**src/rtl/pzbcm_fifo_pkg.sv**
```systemverilog
// rtl/pzbcm_fifo_pkg.sv - shared error struct and o_error bit indices for the FIFO data path
package pzbcm_fifo_pkg;

  typedef struct packed {
    logic ff_empty_pop;
    logic ff_clobber;
    logic underflow;
    logic overwrite;
  } pzbcm_fifo_error;

  localparam int ERROR_OVERWRITE    = 0;
  localparam int ERROR_UNDERFLOW    = 1;
  localparam int ERROR_FF_CLOBBER   = 2;
  localparam int ERROR_FF_EMPTY_POP = 3;

endpackage

```
**src/rtl/pzbcm_fifo_ram.sv**
```systemverilog
// rtl/pzbcm_fifo_ram.sv - FIFO storage array: one write port, one asynchronous read port, no reset
module pzbcm_fifo_ram #(
  parameter type TYPE          = logic,
  parameter int  WORDS         = 4,
  parameter int  POINTER_WIDTH = 2
)(
  input  logic                     i_clk,
  input  logic                     i_write_enable,
  input  logic [POINTER_WIDTH-1:0] i_write_pointer,
  input  TYPE                      i_write_data,
  input  logic [POINTER_WIDTH-1:0] i_read_pointer,
  output TYPE                      o_read_data
);

  TYPE mem [WORDS];

  // Callers guarantee pointers are in range whenever the result is used.
  always_ff @(posedge i_clk) begin
    if (i_write_enable) begin
      mem[i_write_pointer] <= i_write_data;
    end
  end

  assign o_read_data = mem[i_read_pointer];

endmodule

```
**src/rtl/pzbcm_fifo_data_buffer.sv**
```systemverilog
// rtl/pzbcm_fifo_data_buffer.sv - FIFO data path: RAM slots, optional head register, sticky protocol errors
module pzbcm_fifo_data_buffer
  import pzbcm_fifo_pkg::*;
#(
  parameter type TYPE              = logic,
  parameter int  DEPTH             = 8,
  parameter bit  DATA_FF_OUT       = 1,
  parameter int  RAM_WORDS         = DATA_FF_OUT ? DEPTH - 1 : DEPTH,
  parameter int  RAM_POINTER_WIDTH = (RAM_WORDS >= 2) ? $clog2(RAM_WORDS) : 1
)(
  input  logic                         i_clk,
  input  logic                         i_rst_n,
  input  logic                         i_clear,
  input  logic [RAM_POINTER_WIDTH-1:0] i_write_pointer,
  input  logic                         i_write_to_ff,
  input  logic                         i_write_to_ram,
  input  TYPE                          i_data,
  input  logic [RAM_POINTER_WIDTH-1:0] i_read_pointer,
  input  logic                         i_read_from_ram,
  input  logic                         i_pop,
  output TYPE                          o_data,
  output logic                         o_valid,
  output logic [3:0]                   o_error
);

  localparam logic [RAM_POINTER_WIDTH:0] SLOTS = RAM_WORDS[RAM_POINTER_WIDTH:0];

  logic                 run;
  logic                 write_in_range;
  logic                 read_in_range;
  logic                 ram_we;
  logic                 occ_w;
  logic                 occ_r;
  logic                 same_slot_read;
  logic                 head_valid;
  logic [RAM_WORDS-1:0] occ;
  logic [3:0]           error_set;
  pzbcm_fifo_error      error_q;
  TYPE                  ram_raw;
  TYPE                  ram_rdata;

  // Reset and clear both beat every strobe, including the RAM write.
  assign run            = i_rst_n && !i_clear;
  assign write_in_range = {1'b0, i_write_pointer} < SLOTS;
  assign read_in_range  = {1'b0, i_read_pointer} < SLOTS;
  assign ram_we         = run && i_write_to_ram && write_in_range;
  assign occ_w          = write_in_range && occ[i_write_pointer];
  assign occ_r          = read_in_range && occ[i_read_pointer];
  assign same_slot_read = i_read_from_ram && read_in_range && (i_read_pointer == i_write_pointer);
  assign ram_rdata      = read_in_range ? ram_raw : '0;

  pzbcm_fifo_ram #(
    .TYPE          (TYPE),
    .WORDS         (RAM_WORDS),
    .POINTER_WIDTH (RAM_POINTER_WIDTH)
  ) u_ram (
    .i_clk           (i_clk),
    .i_write_enable  (ram_we),
    .i_write_pointer (i_write_pointer),
    .i_write_data    (i_data),
    .i_read_pointer  (i_read_pointer),
    .o_read_data     (ram_raw)
  );

  // A same-slot write lands after the read clear, so the slot ends occupied.
  always_ff @(posedge i_clk) begin
    if (!run) begin
      occ <= '0;
    end else begin
      if (i_read_from_ram && read_in_range) begin
        occ[i_read_pointer] <= 1'b0;
      end
      if (ram_we) begin
        occ[i_write_pointer] <= 1'b1;
      end
    end
  end

  always_comb begin
    error_set                     = '0;
    error_set[ERROR_OVERWRITE]    = i_write_to_ram && (!write_in_range || (occ_w && !same_slot_read));
    error_set[ERROR_UNDERFLOW]    = i_read_from_ram && !occ_r;
    error_set[ERROR_FF_CLOBBER]   = i_write_to_ff && (!DATA_FF_OUT || (head_valid && !i_pop));
    error_set[ERROR_FF_EMPTY_POP] = i_pop && !head_valid;
  end

  always_ff @(posedge i_clk) begin
    if (!run) begin
      error_q <= '0;
    end else begin
      error_q <= pzbcm_fifo_error'(error_q | error_set);
    end
  end

  assign o_error = error_q;

  if (DATA_FF_OUT) begin : g_ff_out
    TYPE  data_q;
    logic valid_q;

    always_ff @(posedge i_clk) begin
      if (!run) begin
        data_q  <= '0;
        valid_q <= 1'b0;
      end else if (i_write_to_ff) begin
        data_q  <= i_data;
        valid_q <= 1'b1;
      end else if (i_read_from_ram) begin
        data_q  <= ram_rdata;
        valid_q <= 1'b1;
      end else if (i_pop) begin
        valid_q <= 1'b0;
      end
    end

    assign o_data     = data_q;
    assign head_valid = valid_q;
  end else begin : g_ram_out
    assign o_data     = ram_rdata;
    assign head_valid = occ_r;
  end

  assign o_valid = head_valid;

endmodule

```
**config.mk**
```make
export PLATFORM = sky130hd
export DESIGN_NAME = pzbcm_fifo_data_buffer
export DESIGN_NICKNAME = d
export VERILOG_FILES = /design/src/rtl/pzbcm_fifo_pkg.sv /design/src/rtl/pzbcm_fifo_ram.sv /design/src/rtl/pzbcm_fifo_data_buffer.sv
export SDC_FILE = /design/constraint.sdc
export NUM_CORES = 1
export LEC_CHECK = 0
export ABC_AREA = 1
export BUFFER_PORTS_ARGS = -buffer_cell sky130_fd_sc_hd__buf_4
export CORE_MARGIN = 10
export CORE_UTILIZATION = 54
export CTS_CLUSTER_SIZE = 40
export DETAILED_ROUTE_END_ITERATION = 7
export PLACE_DENSITY = 0.79
export SLEW_MARGIN = 0
export SYNTH_ARGS = -nofsm -noshare
export SYNTH_HDL_FRONTEND = slang
export SYNTH_HIERARCHICAL = 1
export SYNTH_SLANG_ARGS = --single-unit
export TNS_END_PERCENT = 5
```
**constraint.sdc**
```tcl
create_clock -name i_clk -period 1.35 [get_ports i_clk]
set_input_delay 0 -clock i_clk [delete_from_list [all_inputs] [get_ports i_clk]]
set_output_delay 0 -clock i_clk [all_outputs]
set_load 0.01 [all_outputs]
```
# ---- After elaboration in Yosys (flattened, before gate mapping)
# Memories as Yosys holds them, arrays and structs flattened.
# Cells that the tools add are included.
dict set report totals {
  register_bits 13
  mem_bits_rw 7
  input_bits 14
  output_inout_bits 6
  elab_cells 62
  n_memories 1
}
# name words width read_ports rd_clocked_by_memory_dff write_ports line_no
set memory_table {}
lappend memory_table {u_ram.mem 7 1 1 0 1 pzbcm_fifo_ram.sv:15} ;# TYPE mem [WORDS];
dict set report op_classes {
  magnitude_cmp 6
  n_eq_ne 1
  n_mux 19
  bitwise 4
  reduce_logical 24
}
# op count
set ops {}
lappend ops {{two-way mux 7 bit} 3}
lappend ops {{logical AND 1 bit} 15}
lappend ops {{two-way mux 1 bit} 12}
lappend ops {{< comparator 3 x 4 -> 1 bit (second input constant)} 2}
lappend ops {{bitwise AND 7 bit} 1}
lappend ops {{inverter 7 bit} 1}
lappend ops {{bitwise OR 7 bit} 1}
lappend ops {{binary-select mux 1 bit (select 3 bit)} 2}
lappend ops {{demux 1 bit (select 3 bit)} 2}
lappend ops {{>= comparator 3 x 1 -> 1 bit (second input constant)} 2}
lappend ops {{zero test 1 bit} 6}
lappend ops {{< comparator 3 bit (second input constant)} 2}
lappend ops {{bitwise OR 4 bit} 1}
lappend ops {{== test 3 bit} 1}
lappend ops {{nonzero test 3 bit} 1}
lappend ops {{nonzero test 2 bit} 1}
lappend ops {{logical OR 1 bit} 1}

# ---- Depth between registers and ports, before layout
# Gate-level depths: netlist of the first run.
dict set report logic_depth {
  ltp_word 10
  ltp_mapped 11
  depth_no_buf 10
}

# ---- Hierarchy
# Netlist of the first run, hierarchy kept.
# module n_inst cells_per_inst area_per_inst_um2 seq_area_each_um2
set by_module_without_submodules {}
lappend by_module_without_submodules {pzbcm_fifo_data_buffer 1 129 797.0 260.2}
lappend by_module_without_submodules {pzbcm_fifo_ram 1 43 354.1 210.2}

# ---- Least setup slack after synthesis of the first run
# Ideal clock, no wire load.
dict set report synth_timing {
  path_type {input -> register}
  startpoint {input i_rst_n}
  endpoint {memory u_ram/mem[6] (netlist name) (enable)}
  setup_ns 0.312
  arrival_time_ns 0.636
  required_time_ns 1.038
  setup_slack_ns 0.402
  path_stages 6
  path_buffers 0
  cell_sequence {inv_1 -> nor2_2 -> nand2_2 -> nor2_1 -> nand2_1 -> nor3_1}
}
dict set report synth_via {
  elab_chain_len 5
}
# element line_no
set synth_lines {}
lappend synth_lines {{start, declared} pzbcm_fifo_data_buffer.sv:12} ;# input logic i_rst_n,
lappend synth_lines {{logical AND 1 bit} pzbcm_fifo_data_buffer.sv:43} ;# assign run = i_rst_n && !i_clear;
lappend synth_lines {{logical AND 1 bit (2 in series)} pzbcm_fifo_data_buffer.sv:46} ;# assign ram_we = run && i_write_to_ram && write_in_range;
lappend synth_lines {{named net ram_we} pzbcm_fifo_data_buffer.sv:31} ;# logic ram_we;
lappend synth_lines {{two-way mux 1 bit} pzbcm_fifo_ram.sv:19} ;# if (i_write_enable) begin
lappend synth_lines {{two-way mux 1 bit (not written as such)} pzbcm_fifo_ram.sv:20} ;# mem[i_write_pointer] <= i_write_data;
lappend synth_lines {{end, declared} pzbcm_fifo_ram.sv:15}
# The timed path passes the listed nets, and every way through them passes these cells.

# ---- Worst setup path in the final report of the first run
dict set report layout_timing {
  startpoint {input i_pop}
  endpoint {register g_ff_out.valid_q, in the netlist o_valid}
}
dict set report layout_via {
  elab_chain_len 1
}
# element line_no
set layout_lines {}
lappend layout_lines {{start, declared} pzbcm_fifo_data_buffer.sv:20} ;# input logic i_pop,
lappend layout_lines {{nonzero test 3 bit (no source line)} -}
lappend layout_lines {{end signal, assigned} pzbcm_fifo_data_buffer.sv:104} ;# valid_q <= 1'b0;
lappend layout_lines {{end signal, assigned} pzbcm_fifo_data_buffer.sv:107} ;# valid_q <= 1'b1;
lappend layout_lines {{end signal, assigned} pzbcm_fifo_data_buffer.sv:110} ;# valid_q <= 1'b1;
lappend layout_lines {{end, declared} pzbcm_fifo_data_buffer.sv:99} ;# logic valid_q;
# No other way between the ends.
# A chain may end at the register's enable or synchronous reset.

==> results.py, run 1 <==
metrics = {
    "worst_setup_path": {
        "crit_arrival_ns": 1.48,
        "startpoint": "i_pop",
        "r2r-start": "o_valid$_SDFFE_PP0P_",
        "endpoint_kind": "flop",
        "critPathSlowestCell": "dlygate4sd3_1",
        "startpoint_type": "primary input",
        "cpLargestDelayFamily": "buffers and inverters",
        "cp_common_cell": "dlygate4sd3_1",
        "worstPathCellList": "dlygate4sd3_1 > buf_4 > inv_1 > nand2_1 > a21oi_1 > dlygate4sd3_1",
        "slowest_delay_ns": 0.55,
        "r2r_slack_ns": 0.14,
        "reg2reg_depth": 3,
        "crit_cells": 6,
        "required_ns": 1.61,
        "worst-path-buf-inv": 4,
        "crit_type": "in2reg",
        "critPathMaxFanout": 2,
        "rr_endpoint": "o_valid$_SDFFE_PP0P_",
    },
    "floorplan": {
        "die_h_um": 66.2,
        "start_util": 0.575,
        "core-area_um2": 2000,
        "ioPinCount": 20,
        "dieArea_um2": 4380,
        "die_x_um": 66.2,
        "core.rowCount": 16,
    },
    "detailed_routing": {
        "drc": 0,
        "ant_nets": 0,
        "first_pass_iters": 4,
        "routed_via_density": 5.18,
        "drt_iter0_markers": 61,
        "routed_wl_um": 2740,
        "wire_per_inst_um": 12.2,
        "via_count": 1160,
    },
    "pwr": {
        "p_leak_uw": 0.000654,
        "powerDensity_nw_per_um2": 824,
        "irDropWorstVdd_v": 0.000603,
    },
    "global_routing": {
        "grt_max_degree": 16,
        "antenna_found_initial": 0,
        "grt_use_total": 0.134,
        "grt_pass1_vias": 1094,
        "grt_pass1_wl_um": 4660,
        "grt-ovfl-total": 0,
    },
    "placed_design": {
        "hpwl_um": 2050,
        "port_buffers": 19,
        "dp_slack_ns": 0.191,
        "place_area_um2": 1310,
        "place.gp.congestion": 0.905,
    },
    "clock_network": {
        "path_clk_slew_ns": 0.11,
        "insertion_delay_ns": 0.30,
        "cts_tree": "yes",
        "post-cts-setup-buffers": 0,
        "cts_sinks": 20,
        "clk_path_buf_depth": 2,
        "cts_root_buf": "clkbuf_4",
        "numCtsBuffers": 3,
        "htree_num_levels": 1,
    },
    "layout": {
        "nets": 212,
        "syn2layout_area_growth_pct": 20.3,
        "ff_latch_area_um2": 470,
        "n_fill_cell": 187,
        "diodes": 0,
        "multi_input_area_um2": 522,
        "drive_gt1_frac": 0.178,
        "design_area_um2": 1390,
    },
    "timing": {
        "finalSetupTns_ns": 0,
        "setup_viol": 0,
        "fin_ws_ns": 0.122,
        "rsz0062_at_grt": "no",
        "max_freq_mhz": 814,
        "slew_viol_final": 0,
        "hold_viol_final": 1,
        "hold_slack_ns": -0.00195,
        "clock_skew_ns": 0.00134,
        "max_slew_margin": 0.823,
        "min_period_ns": 1.23,
        "fin_crit_sh": 0.910,
        "worst_pin_slew_ns": 0.263,
    },
    "logic_synthesis": {
        "synthCells": 172,
        "ys_ff_latch": 20,
        "yosysWarnings": 6,
        "synthArstFlopShare": 0,
        "yosysMostFrequentCell": "nand2_1",
        "ys_types": 24,
        "ys_seq_area_frac": 0.409,
        "netlist.top_cell.by_area": "dfxtp_1",
        "synth_edf_count": 7,
        "synth_fp_nets": 186,
        "synth.area.top_cells": "dfxtp_1 (23%), edfxtp_1 (18%), nand2_1 (18%)",
        "synth_ff_type": "dfxtp_1",
        "synthTopCellsByCount": "nand2_1 (55), inv_1 (22), nand3_1 (21)",
        "synth.cell_area_um2": 1150,
        "netlist.area_leader.share": 0.226,
        "avgSynthCellArea_um2": 6.69,
    },
    "hold_path": {
        "min_to": "o_data$_SDFFE_PP0P_",
        "hold_depth": 3,
        "hp-class": "in2reg",
        "min_from": "i_write_to_ff",
    },
    "status": {
        "status": "finished with violations",
        "failed_checks": "hold timing",
    },
    "run": {
        "drv_cap": 0,
    },
}
-- flip-flops by register name, indices dropped and copies added, names as in the netlist --
signal,count
u_ram/mem,7
occ,7
o_data,1
o_valid,1
o_error,4
-- metrics by stage --
step	hold slack, ns	std cells	util	power (uW)
5_1_grt	0.00261	224	0.692	1190
3_5_place_dp	0.246	215	0.654	838
2_1_floorplan	0.0989	172	-	759
6_report	-0.00195	224	0.692	1140
4_1_cts	0.00162	224	0.692	1140
3_3_place_gp	0.243	215	0.654	835
-- layout make-up --
class	count	share of cell area
multi-input combinational	118	0.377
sequential	20	0.340
timing repair buffer	24	0.139
inverter	31	0.101
tap	27	0.0244
clock buffer	4	0.0190
-- report_power, final --
group | switching, uW | internal, uW
Clock | 188 | 115
Sequential | 5.69 | 633
Combinational | 118 | 82.2
-- worst reg2reg max path: cells and delay by family (launching register included) --
kind | cells | cell delay (ns)
buffers and inverters | 1 | 0.55
DFF | 1 | 0.39
AOI/OAI and AO/OA | 1 | 0.13
and+or+nand+nor | 1 | 0.10
-- cells in the final DEF, fill, tap and decap left out --
cell            n
nor3_1          1
dlygate4sd3_1   5
o21a_1          1
inv_1          22
a31oi_1         1
clkinv_1        1
dfxtp_1        13
bufinv_8        1
o21ai_1         5
clkbuf_1        1
clkbuf_4        3
nand2_1        55
or2_0           1
o21ai_0         3
buf_4          19
nand3_1        21
xnor2_1         1
nand2_2         1
edfxtp_1        7
clkinv_4        1
inv_2           5
inv_6           1
a21oi_1         9
o31ai_1         1
nor2_2          4
nor2_1         14
-- logic make-up after synthesis --
kind of cell	count (synthesis)	share of synthesized area
flip-flops	20	0.409
XOR/XNOR	1	0.00761
AND/OR/NAND/NOR	97	0.353
AO/OA/AOI/OAI	20	0.0924
buffers and inverters	34	0.138
-- per-layer routing --
layer  GRT usage  wire length, um
met1       0.156             1180
met3      0.0492              258
met4      0.0707               69
met5           0                0
met2       0.208             1230
-- worst max path at each step --
stage               slack (ns)                     end
global route               0.1    o_valid$_SDFFE_PP0P_
global placement          0.26  u_ram/mem[6]$_DFFE_PP_
floorplan                 0.40  u_ram/mem[6]$_DFFE_PP_
CTS                       0.15    o_valid$_SDFFE_PP0P_
finish                    0.12    o_valid$_SDFFE_PP0P_
detailed placement        0.19  u_ram/mem[6]$_DFFE_PP_
-- repair_timing --
| action | CTS | global route |
|---|---|---|
| hold buffers | 5 | 0 |
| setup endpoints to repair | 0 | 0 |
| gates resized for setup | 0 | 0 |
| hold endpoints to repair | 11 | 0 |
Note: power is estimated with default switching activity, not from simulation.
==> inputs of run 2 (changes only) <==
==> constraint.sdc (replaced) <==
create_clock -name i_clk -period 1.2 [get_ports i_clk]
set_input_delay 0 -clock i_clk [delete_from_list [all_inputs] [get_ports i_clk]]
set_output_delay 0 -clock i_clk [all_outputs]
set_load 0.01 [all_outputs]
==> run 2 against run 1 <==
  * The run now ends clean
  * Largest cell class unchanged
  * Clock skew rose by 0.0079 ns
  * Sequential power rose by 12%
  * Non-clock buffer count did not move
  * Utilization rose by 0.38 points
  * Largest power group unchanged
  * Critical path type unchanged
  * Global-route usage rose by 0.88 points
  * Hold slack improved by 0.025 ns
  * Power rose by 18%
  * Critical path depth did not move
  * Count of clock-buffer cells in the layout did not move
  * Critical endpoint is now u_ram/mem[4]$_DFFE_PP_
  * Cell count did not move
==> results.py, run 2 (synthesis gave the netlist of run 1 again) <==
metrics = {
    "worst_setup_path": {
        "cpLargestDelayFamily": "buffers and inverters",
        "worstPathCellList": "dlygate4sd3_1 > buf_4 > nand2_2 > nor2_1 > nand2_1 > nor2_1",
        "critPathSlowestCell": "dlygate4sd3_1",
        "startpoint_type": "primary input",
        "required_ns": 1.23,
        "worst-path-buf-inv": 2,
        "critPathMaxFanout": 4,
        "slowest_delay_ns": 0.53,
        "cp_common_cell": "nor2_1",
        "endpoint_kind": "flop",
        "crit_arrival_ns": 1.16,
        "crit_type": "in2reg",
    },
    "status": {
        "status": "finished clean",
    },
    "placed_design": {
        "placed_cells_incl_taps": 216,
        "hpwl_um": 2090,
        "port_buffers": 19,
        "place_area_um2": 1320,
        "place.gp.congestion": 0.872,
    },
    "pwr": {
        "pwr-share-comb": 0.167,
        "pwr-share-clk": 0.301,
        "p_seq_frac": 0.532,
        "p_leak_uw": 0.000658,
        "switchingPower_uw": 360,
        "finalPower_uw": 1350,
        "powerDensity_nw_per_um2": 970,
        "p_int_uw": 990,
        "netSwitchingFraction": 0.267,
        "irDropWorstVdd_v": 0.000846,
    },
    "timing": {
        "hold_slack_ns": 0.0235,
        "setup_viol": 0,
        "max_slew_margin": 0.845,
        "rsz0062_at_grt": "yes",
        "max_freq_mhz": 886,
        "min_period_ns": 1.13,
        "worst_pin_slew_ns": 0.231,
        "clock_skew_ns": 0.00921,
        "fin_crit_sh": 0.940,
        "hold_viol_final": 0,
        "slew_viol_final": 0,
    },
    "floorplan": {
        "ioPinCount": 20,
        "core.rowCount": 16,
        "die_h_um": 66.2,
        "start_util": 0.575,
        "core-area_um2": 2000,
        "dieArea_um2": 4380,
        "die_x_um": 66.2,
    },
    "hold_path": {
        "hp-class": "in2reg",
    },
    "layout": {
        "n_fill_cell": 168,
        "syn2layout_area_growth_pct": 21.0,
        "postLayoutCoreUtil": 0.696,
        "mostFrequentLayoutCell": "nand2_1",
        "multi_input_area_um2": 522,
        "design_area_um2": 1390,
        "nets": 212,
        "ff_latch_area_um2": 470,
        "most-common-layout-cells": "nand2_1 (55), inv_1 (22), nand3_1 (21)",
        "finalNonFillerCells": 224,
        "diodes": 0,
        "drive_gt1_frac": 0.188,
    },
    "clock_network": {
        "post-cts-setup-buffers": 0,
        "path_clk_slew_ns": 0.12,
        "cts_tree": "yes",
        "clk_path_buf_depth": 2,
        "htree_num_levels": 1,
        "insertion_delay_ns": 0.31,
        "cts_sinks": 20,
        "cts_root_buf": "clkbuf_4",
        "numCtsBuffers": 3,
        "cts_resized": 0,
    },
    "detailed_routing": {
        "met3WireLength_um": 222,
        "top_layer_used": "met4",
        "routed_via_density": 5.12,
        "routed_wl_um": 2780,
        "wl_met1_um": 1210,
        "drt_iter0_markers": 80,
        "routed-wl-met2_um": 1290,
        "first_pass_iters": 4,
        "drc": 0,
        "ant_nets": 0,
        "via_count": 1146,
        "wire_per_inst_um": 12.4,
    },
    "global_routing": {
        "antenna_found_initial": 0,
        "grt-ovfl-total": 0,
        "grt_pass1_wl_um": 4980,
        "grt_use_total": 0.143,
        "grt_pass1_vias": 1095,
        "grt_max_degree": 16,
    },
    "run": {
        "drv_cap": 0,
    },
}
run 2: changes by cell type in the layout (fill, tap and decap cells not counted):
cell	delta
dlygate4sd3_1	-1
buf_4	+1
clkbuf_8	+1
clkbuf_1	-1
run 2: metal layers:
metal | vias to the layer above | GRT usage
met5 | - | 0
met4 | 0 | 0.0628
met3 | 5 | 0.0458
met2 | 49 | 0.228
met1 | 505 | 0.170
li1 | 587 | -
run 2: cell type report:
class,count,share of cell area
Multi-Input combinational cell,118,0.375
Sequential cell,20,0.338
Timing Repair Buffer,24,0.137
Inverter,31,0.101
Clock buffer,4,0.0261
Tap cell,27,0.0243
run 2: through the flow:
step                setup WS [ns]  setup TNS, ns
floorplan                   0.252              0
global placement            0.175              0
detailed placement          0.138              0
CTS                        0.0913              0
global route              -0.0131        -0.0199
finish                     0.0716              0
run 2: path summary, 6_finish.rpt:
| path | startpoint | end | slack (ns) | depth (start not counted) |
|---|---|---|---|---|
| min reg2reg | o_error[1]$_SDFF_PP0_ | o_error[1]$_SDFF_PP0_ | 0.46 | 2 |
| max | i_write_to_ram | u_ram/mem[4]$_DFFE_PP_ | 0.07 | 6 |
| max reg2reg | u_ram/mem[6]$_DFFE_PP_ | o_data$_SDFFE_PP0P_ | 0.20 | 5 |
| min | i_read_from_ram | o_valid$_SDFFE_PP0P_ | 0.02 | 3 |
run 2: power groups by stage:
stage | clock network, uW | registers, uW | logic (uW)
6_report | 407 | 718 | 225
5_1_grt | 441 | 720 | 250
4_1_cts | 408 | 718 | 225
3_5_place_dp | 0 | 733 | 213
3_3_place_gp | 0 | 733 | 207
2_1_floorplan | 0 | 737 | 117
run 2: what timing repair did:
| item | in CTS | in global routing |
|---|---|---|
| endpoints found under the hold margin | 10 | 0 |
| hold buffers | 4 | 0 |
| setup endpoints to repair | 0 | 2 |
run 2: tightest hold or removal path, stage by stage:
cell,delay (ns)
buf_4,0.12
nor2_1,0.06
a21oi_1,0.13
==> inputs of run 3 (changes only) <==
--- a/config.mk
+++ b/config.mk
@@ -11,7 +11,7 @@
 export CORE_UTILIZATION = 54
 export CTS_CLUSTER_SIZE = 40
 export DETAILED_ROUTE_END_ITERATION = 7
-export PLACE_DENSITY = 0.79
+export PLACE_DENSITY = 0.8
 export SLEW_MARGIN = 0
 export SYNTH_ARGS = -nofsm -noshare
 export SYNTH_HDL_FRONTEND = slang
==> run 3 against run 2 <==
  * Sequential cell count unchanged
  * Worst setup slack gained 0.012 ns
  * Utilization decreased by 0.25 points
  * Final area decreased by 0.36%
  * Via count fell by 2.0%
  * Sequential share of layout area grew 0.12 points
  * Critical endpoint is now u_ram/mem[0]$_DFFE_PP_
==> results.py, run 3 (synthesis gave the netlist of run 1 again) <==
metrics = {
    "status": {
        "status": "finished clean",
    },
    "timing": {
        "max_slew_margin": 0.852,
        "fin_crit_sh": 0.931,
        "worst_pin_slew_ns": 0.220,
        "min_period_ns": 1.12,
        "finalSetupTns_ns": 0,
        "rsz0062_at_grt": "no",
        "clock_skew_ns": 0.00202,
        "hold_viol_final": 0,
        "slew_viol_final": 0,
        "setup_viol": 0,
        "max_freq_mhz": 895,
    },
    "layout": {
        "n_fill_cell": 189,
        "drive_gt1_frac": 0.188,
        "finalNonFillerCells": 224,
        "syn2layout_area_growth_pct": 20.5,
        "multi_input_area_um2": 527,
        "ff_latch_area_um2": 470,
        "mostFrequentLayoutCell": "nand2_1",
        "most-common-layout-cells": "nand2_1 (55), inv_1 (22), nand3_1 (21)",
        "nets": 212,
        "diodes": 0,
        "postLayoutCoreUtil": 0.693,
    },
    "worst_setup_path": {
        "rr_endpoint": "o_error[1]$_SDFF_PP0_",
        "critPathMaxFanout": 4,
        "r2r-start": "occ[0]$_SDFF_PP0_",
        "r2r_slack_ns": 0.18,
        "required_ns": 1.23,
        "endpoint_kind": "flop",
        "crit_arrival_ns": 1.15,
        "reg2reg_depth": 7,
        "crit_type": "in2reg",
        "startpoint_type": "primary input",
    },
    "global_routing": {
        "grt-ovfl-total": 0,
        "grt_pass1_vias": 1087,
        "grt_max_degree": 16,
        "antenna_found_initial": 0,
        "grt_pass1_wl_um": 4530,
        "grt_use_total": 0.127,
    },
    "pwr": {
        "switchingPower_uw": 363,
        "p_leak_uw": 0.000653,
        "irDropWorstVdd_v": 0.000687,
        "netSwitchingFraction": 0.282,
        "p_seq_frac": 0.557,
        "powerDensity_nw_per_um2": 929,
        "pwr-share-clk": 0.267,
        "pwr-share-comb": 0.176,
        "p_int_uw": 926,
    },
    "detailed_routing": {
        "drt_iter0_markers": 81,
        "via_count": 1123,
        "routed_via_density": 5.01,
        "ant_nets": 0,
        "first_pass_iters": 4,
        "drc": 0,
        "routed_wl_um": 2700,
        "wire_per_inst_um": 12.1,
    },
    "floorplan": {
        "die_h_um": 66.2,
        "start_util": 0.575,
        "die_x_um": 66.2,
        "core.rowCount": 16,
        "dieArea_um2": 4380,
        "ioPinCount": 20,
        "core-area_um2": 2000,
    },
    "clock_network": {
        "post-cts-setup-buffers": 0,
        "cts_sinks": 20,
        "clk_path_buf_depth": 2,
        "cts_root_buf": "clkbuf_4",
        "cts_tree": "yes",
        "insertion_delay_ns": 0.31,
        "htree_num_levels": 1,
        "numCtsBuffers": 3,
        "path_clk_slew_ns": 0.12,
    },
    "hold_path": {
        "min_from": "i_read_from_ram",
        "hold_depth": 3,
        "min_to": "o_error[1]$_SDFF_PP0_",
        "hp-class": "in2reg",
    },
    "placed_design": {
        "placed_cells_incl_taps": 216,
        "place.gp.congestion": 0.872,
        "port_buffers": 19,
        "hpwl_um": 2020,
    },
    "run": {
        "drv_cap": 0,
    },
}
==> run 3: cell count changes in the layout (fill, tap and decap cells not counted), sizes merged <==
cell,delta
clkbuf,-1
clkinv,+1
==> run 3: repair_timing <==
action	in CTS	in global routing
hold endpoints to repair	10	0
setup endpoints to repair	0	1
hold buffers	4	0
gates resized for setup	0	1
==> run 3: worst max-delay path by stage <==
stage                       start  slack (ns)  depth (start not counted)                      to
2_1_floorplan             i_rst_n        0.25                          6  u_ram/mem[6]$_DFFE_PP_
3_3_place_gp   i_write_pointer[0]        0.18                          6  u_ram/mem[6]$_DFFE_PP_
3_5_place_dp   i_write_pointer[0]        0.15                          6  u_ram/mem[6]$_DFFE_PP_
4_1_cts            i_write_to_ram        0.10                          6  u_ram/mem[6]$_DFFE_PP_
5_1_grt            i_write_to_ram       0.003                          6  u_ram/mem[0]$_DFFE_PP_
6_report           i_write_to_ram        0.08                          6  u_ram/mem[0]$_DFFE_PP_
==> run 3: cell type report <==
type	count	share of cell area
Multi-Input combinational cell	118	0.380
Timing Repair Buffer	24	0.137
Clock inverter	1	0.00271
Inverter	31	0.101
Clock buffer	3	0.0162
Tap cell	27	0.0243
Sequential cell	20	0.339
==> run 3: power groups by stage <==
stage                     Combinational, uW  Sequential, uW  Clock, uW
final                                   226             718        345
after detailed placement                212             733          0
after floorplan                         117             737          0
after CTS                               224             718        348
after global placement                  208             733          0
after global routing                    250             720        376
==> run 3: per-layer routing <==
metal	track usage	vias to the layer above	routed length [um]
met5	0	-	0
met4	0.0393	0	23
met3	0.0288	2	143
met2	0.202	36	1210
met1	0.165	500	1330
li1	-	585	-
==> run 3: worst max-delay path, stage by stage <==
cell	delay (ns)
dlygate4sd3_1	0.53
buf_4	0.12
nand2_2	0.07
nor2_1	0.13
nand2_1	0.13
nor2_1	0.16
==> run 3: through the flow <==
step	worst slack (ns)	hold WS, ns	area (um^2)	total power, uW
3_5_place_dp	0.151	0.253	1320	946
6_report	0.0832	0.0167	1390	1290
3_3_place_gp	0.181	0.242	1320	941
5_1_grt	0.00273	0.0215	1390	1350
2_1_floorplan	0.252	0.0989	1150	854
4_1_cts	0.103	0.0151	1380	1290
